===== config.mk =====
export PLATFORM = sky130hd
export DESIGN_NAME = sha1_core_rpc
export DESIGN_NICKNAME = d
export VERILOG_FILES = /design/src/rtl/sha1_pkg.sv /design/src/rtl/sha1_w_sched.sv /design/src/rtl/sha1_core_rpc.sv
export SDC_FILE = /design/constraint.sdc
export NUM_CORES = 2
export LEC_CHECK = 0
export BUFFER_PORTS_ARGS = -buffer_cell sky130_fd_sc_hd__buf_4
export CAP_MARGIN = 40
export CORE_UTILIZATION = 40
export DETAILED_ROUTE_END_ITERATION = 10
export SYNTH_ARGS = -nofsm -noshare
export SYNTH_HDL_FRONTEND = slang
export SYNTH_SLANG_ARGS = --single-unit

===== constraint.sdc =====
create_clock -name clk -period 15.3 [get_ports clk]
set_clock_uncertainty 0.05 [all_clocks]
set_input_delay 0.765 -clock clk [delete_from_list [all_inputs] [get_ports clk]]
set_output_delay 0.765 -clock clk [all_outputs]
set_load 0.005 [all_outputs]

===== src/rtl/sha1_pkg.sv =====
// SHA-1 shared definitions: chaining-state IV, round constants, FSM states and the
// single-round step used by the unrolled datapath.
package sha1_pkg;

  localparam logic [159:0] SHA1_H0 = {32'h67452301, 32'hEFCDAB89, 32'h98BADCFE,
                                      32'h10325476, 32'hC3D2E1F0};
  localparam logic [31:0]  SHA1_K0 = 32'h5A827999;
  localparam logic [31:0]  SHA1_K1 = 32'h6ED9EBA1;
  localparam logic [31:0]  SHA1_K2 = 32'h8F1BBCDC;
  localparam logic [31:0]  SHA1_K3 = 32'hCA62C1D6;

  typedef enum logic [1:0] {
    ST_IDLE   = 2'd0,
    ST_ROUNDS = 2'd1,
    ST_DONE   = 2'd2
  } sha1_state_e;

  function automatic logic [31:0] rotl(input logic [31:0] v, input int unsigned n);
    return (v << n) | (v >> (32 - n));
  endfunction

  // One compression round on {a,b,c,d,e} (a in the top word) for round index t.
  function automatic logic [159:0] sha1_round(input logic [159:0] s,
                                              input logic [31:0]  w,
                                              input logic [6:0]   t);
    logic [31:0] a, b, c, d, e, f, k, tmp;
    {a, b, c, d, e} = s;
    if (t < 7'd20) begin
      f = (b & c) | (~b & d);
      k = SHA1_K0;
    end else if (t < 7'd40) begin
      f = b ^ c ^ d;
      k = SHA1_K1;
    end else if (t < 7'd60) begin
      f = (b & c) | (b & d) | (c & d);
      k = SHA1_K2;
    end else begin
      f = b ^ c ^ d;
      k = SHA1_K3;
    end
    tmp = rotl(a, 5) + f + e + k + w;
    return {tmp, a, rotl(b, 30), c, d};
  endfunction

endpackage


===== src/rtl/sha1_w_sched.sv =====
// SHA-1 message schedule: 16-word sliding window, emits ROUNDS_PER_CYCLE words W_t..W_t+R-1
// combinationally each cycle; load wins over shift, no backpressure.
module sha1_w_sched
  import sha1_pkg::*;
#(
  parameter int ROUNDS_PER_CYCLE = 1
) (
  input  logic                            clk,
  input  logic                            reset,
  input  logic                            load_i,
  input  logic                            shift_i,
  input  logic [511:0]                    block_i,
  output logic [32*ROUNDS_PER_CYCLE-1:0]  w_o
);

  localparam int R = ROUNDS_PER_CYCLE;
  localparam int N = 16 + R;

  // Window word i lives at [32*i +: 32]; word 0 is the oldest (W_t).
  logic [511:0]    win_q, win_d;
  logic [32*N-1:0] ext;

  function automatic logic [32*N-1:0] expand(input logic [511:0] win);
    logic [32*N-1:0] x;
    x = '0;
    x[511:0] = win;
    for (int i = 16; i < N; i++) begin
      x[32*i +: 32] = rotl(x[32*(i-3) +: 32] ^ x[32*(i-8) +: 32] ^
                           x[32*(i-14) +: 32] ^ x[32*(i-16) +: 32], 1);
    end
    return x;
  endfunction

  assign ext = expand(win_q);
  assign w_o = ext[32*R-1:0];

  always_comb begin
    win_d = win_q;
    if (load_i) begin
      for (int i = 0; i < 16; i++) win_d[32*i +: 32] = block_i[511-32*i -: 32];
    end else if (shift_i) begin
      win_d = ext[32*R +: 512];
    end
  end

  always_ff @(posedge clk) begin
    if (reset) win_q <= '0;
    else       win_q <= win_d;
  end

endmodule


===== src/rtl/sha1_core_rpc.sv =====
// SHA-1 compression engine, R rounds per clock; ready low for 80/R+1 cycles per block,
// commands while busy are dropped (flagged on cmd_err when SHA1_CMD_ERR_EN is defined).
module sha1_core_rpc
  import sha1_pkg::*;
#(
  parameter int ROUNDS_PER_CYCLE = 1
) (
  input  logic         clk,
  input  logic         reset,
  input  logic         init,
  input  logic         next,
  input  logic [511:0] block,
  output logic         ready,
  output logic [159:0] digest,
  output logic         digest_valid,
  output logic         cmd_err
);

  localparam int R = ROUNDS_PER_CYCLE;

  if (!(R == 1 || R == 2 || R == 4 || R == 5 || R == 8 || R == 10 || R == 16 || R == 20))
  begin : g_bad_rounds
    $error("sha1_core_rpc: ROUNDS_PER_CYCLE must be one of 1,2,4,5,8,10,16,20");
  end

  sha1_state_e     state_q, state_d;
  logic [6:0]      cnt_q, cnt_d;
  logic [159:0]    h_q, h_d;
  logic [159:0]    abcde_q, abcde_d, abcde_rnd;
  logic            dv_q, dv_d;
  logic [32*R-1:0] w_rnd;
  logic            accept;

  assign ready        = (state_q == ST_IDLE);
  assign accept       = ready && (init || next);
  assign digest       = h_q;
  assign digest_valid = dv_q;

  sha1_w_sched #(.ROUNDS_PER_CYCLE(R)) u_w_sched (
    .clk     (clk),
    .reset   (reset),
    .load_i  (accept),
    .shift_i (state_q == ST_ROUNDS),
    .block_i (block),
    .w_o     (w_rnd)
  );

  always_comb begin
    abcde_rnd = abcde_q;
    for (int j = 0; j < R; j++) begin
      abcde_rnd = sha1_round(abcde_rnd, w_rnd[32*j +: 32], cnt_q + 7'(j));
    end
  end

  always_comb begin
    state_d = state_q;
    cnt_d   = cnt_q;
    h_d     = h_q;
    abcde_d = abcde_q;
    dv_d    = dv_q;
    unique case (state_q)
      ST_IDLE: begin
        if (accept) begin
          // init takes priority when both commands arrive together
          abcde_d = init ? SHA1_H0 : h_q;
          if (init) h_d = SHA1_H0;
          dv_d    = 1'b0;
          cnt_d   = '0;
          state_d = ST_ROUNDS;
        end
      end
      ST_ROUNDS: begin
        abcde_d = abcde_rnd;
        if (cnt_q == 7'(80 - R)) begin
          cnt_d   = '0;
          state_d = ST_DONE;
        end else begin
          cnt_d = cnt_q + 7'(R);
        end
      end
      ST_DONE: begin
        for (int i = 0; i < 5; i++) h_d[32*i +: 32] = h_q[32*i +: 32] + abcde_q[32*i +: 32];
        dv_d    = 1'b1;
        state_d = ST_IDLE;
      end
      default: state_d = ST_IDLE;
    endcase
  end

  always_ff @(posedge clk) begin
    if (reset) begin
      state_q <= ST_IDLE;
      cnt_q   <= '0;
      h_q     <= '0;
      abcde_q <= '0;
      dv_q    <= 1'b0;
    end else begin
      state_q <= state_d;
      cnt_q   <= cnt_d;
      h_q     <= h_d;
      abcde_q <= abcde_d;
      dv_q    <= dv_d;
    end
  end

`ifdef SHA1_CMD_ERR_EN
  logic err_q, err_d;

  always_comb begin
    err_d = err_q;
    if (accept)                      err_d = 1'b0;
    else if (!ready && (init || next)) err_d = 1'b1;
  end

  always_ff @(posedge clk) begin
    if (reset) err_q <= 1'b0;
    else       err_q <= err_d;
  end

  assign cmd_err = err_q;
`else
  assign cmd_err = 1'b0;
`endif

endmodule


==> flow_summary.toml <==
[outcome]
outcome = "finished, final reports clean"

[sta]
setup_ws_ps = 7890
finalSetupTns_ps = 0
hold_ws_ps = 210
fin_crit_sh = 0.484
grt_setup_unrepaired = "false"
tightest_slew_ps = 1220
setup_violations = 0
timing.fmax_mhz = 135
fin_crit_ps = 7410
hold_viol_final = 0
slew_headroom = 0.186
drv_slew = 0

[setup_path]
reg2regPathDepth = 26
critPathArrivalTime_ps = 7920
endpoint_kind = "flop"
start_kind = "flop"
crit_type = "flop to flop"
crit_required_ps = 15810
crit_fanout = 36

[floorplan]
ios = 679
die_h_um = 345
num_rows = 125
initial_core_util = 0.404
fp.coreArea_sq_um = 117000
die_x_um = 345
dieArea_sq_um = 119000

[clock_network]
cts_tree = "yes"
cts_buffers = 98
clock_path_buffers = 3
ctsResizeCount = 0
cts_setup_buffers = 0
hold_buffers = 0
cts.sinks = 842
clk_pin_slew_worst_paths_ps = 60
worst_skew_pair.late_latency_ps = 740
clockRootBuffer = "clkbuf_16"
h-tree-depth = 3

[route]
wire_per_inst_um = 26.8
wl_met3_mm = 14.8
drc_errors = 0
drt_wl_total_mm = 210
wl_met2_mm = 103
top_layer = "met5"
drt_iter0_drc = 4702
dr.pass1.iters = 6
antenna_left = 0
vias = 46100
m1WireLength_mm = 78.9
viasPerCell = 5.88

[power_and_ir_drop]
leakagePower_uw = 0.0235
irDropWorstVdd_v = 0.000103
power_density_nw_per_um2 = 136

[grt]
grt_pass1_vias = 43200
grt_usage = 0.338
grt_overflow = 0
grt_max_degree = 231
grt_pass1_wl_mm = 299
antenna_found_initial = 39

[placement]
dp_hpwl_mm = 159
gp_congestion = 0.984
io_buffers = 677
pre_cts_ws_ps = 7930

[layout]
syn_to_final_growth_pct = 20.9
final_nets = 7074
most-common-layout-cells = "dfxtp_1 (842), nand2_1 (829), buf_4 (727)"
final_common_cell = "dfxtp_1"
multi_input_area_sq_um = 27800
fillCellCount = 11500
seq_area_sq_um = 16900
drive_gt1_frac = 0.154

[synthesis]
synthArstFlopShare = 0
ys_seq_elements = 842
synth.net_count = 6644
yosysSeqAreaShare = 0.358
yosys_warnings = 0
syn_area_per_cell_sq_um = 8.14
netlist_area_sq_um = 47100
ys.flop_type = "dfxtp_1"
synth-edff-count = 0
synth_cells = 5782
post_synth_num_cell_types = 91

[worst_hold_path]
min_path_cells = 3
hp-class = "input port to flop"

[flow_run]
cap_violations = 0
-- per-stage QoR --
stage / instances / utilization / area, sq um / power, uW
floorplan: 5782 / - / 47100 / 4280
global placement: 7613 / 0.455 / 53000 / 5190
detailed placement: 7636 / 0.458 / 53400 / 5200
CTS: 7816 / 0.488 / 56800 / 7720
global route: 7838 / 0.488 / 56900 / 8090
finish: 7844 / 0.488 / 56900 / 7720
-- sequential cells by signal (all words and copies together) (netlist names) --
register,cells
abcde_q,160
digest,160
u_w_sched.win_q,512
state_q,2
digest_valid,1
cnt_q,7
-- where the power goes --
group	internal, uW	switching (uW)
Combinational	1010	1410
Clock	1480	1040
Sequential	2410	381
-- critical path, stage by stage, from the launching register on --
cell	delay (ps)
dfxtp_1	370
and3_1	200
a21oi_1	390
nand2_1	90
buf_4	280
nand2_1	350
buf_4	390
nor2_1	70
a211oi_1	430
fa_1	500
inv_1	80
fa_1	420
fa_1	440
inv_1	70
ha_1	160
inv_1	60
fa_1	440
nor2b_1	170
o21a_1	160
o21ai_1	90
a21oi_1	380
o311ai_1	250
a211oi_1	600
nand3_1	150
a21boi_0	300
mux2i_1	200
o311ai_0	130
-- layer usage --
metal | global-route usage | vias up
met5 | 0 | -
met4 | 0.195 | 28
met3 | 0.0703 | 458
met2 | 0.576 | 1838
met1 | 0.391 | 22300
li1 | - | 21500
-- area by class of cell --
type / instances / share of cell area
Multi-Input combinational cell: 4289 / 0.489
Antenna cell: 28 / 0.00123
Tap cell: 1524 / 0.0335
Timing Repair Buffer: 749 / 0.104
Clock buffer: 145 / 0.0511
Inverter: 232 / 0.0153
Sequential cell: 842 / 0.296
Clock inverter: 35 / 0.00972
-- kinds of logic (layout without fill, tap and decap cells) --
logic type / after synthesis / count (layout) / synth area share
AND/OR/NAND/NOR: 1974 / 1974 / 0.183
flip-flops: 842 / 842 / 0.358
AO/OA/AOI/OAI: 1710 / 1710 / 0.246
adder cells (fa/ha/maj): 346 / 346 / 0.112
XOR/XNOR: 244 / 244 / 0.0454
multiplexers: 14 / 14 / 0.00303
other: 1 / 29 / 0.0000796
buffers and inverters: 651 / 1161 / 0.0529
-- synth_stat cells (all sizes together), types with 125 or more instances --
cell type	count	share of area
a21oi	550	0.059
a22oi	354	0.057
a311oi	213	0.040
clkbuf	394	0.032
dfxtp	842	0.36
fa	125	0.053
ha	221	0.059
inv	232	0.018
nand2	829	0.066
nor2	618	0.049
nor3	140	0.015
o21ai	161	0.017
xnor2	173	0.032
-- final timing paths --
kind	to	from	slack, ps
setup / recovery	abcde_q[159]	cnt_q[4]	7890
hold / removal	u_w_sched.win_q[499]	block[19]	210
setup reg to reg	abcde_q[159]	cnt_q[4]	7890
hold reg to reg	u_w_sched.win_q[346]	u_w_sched.win_q[346]	400
Power figures use the tool's default switching activity.
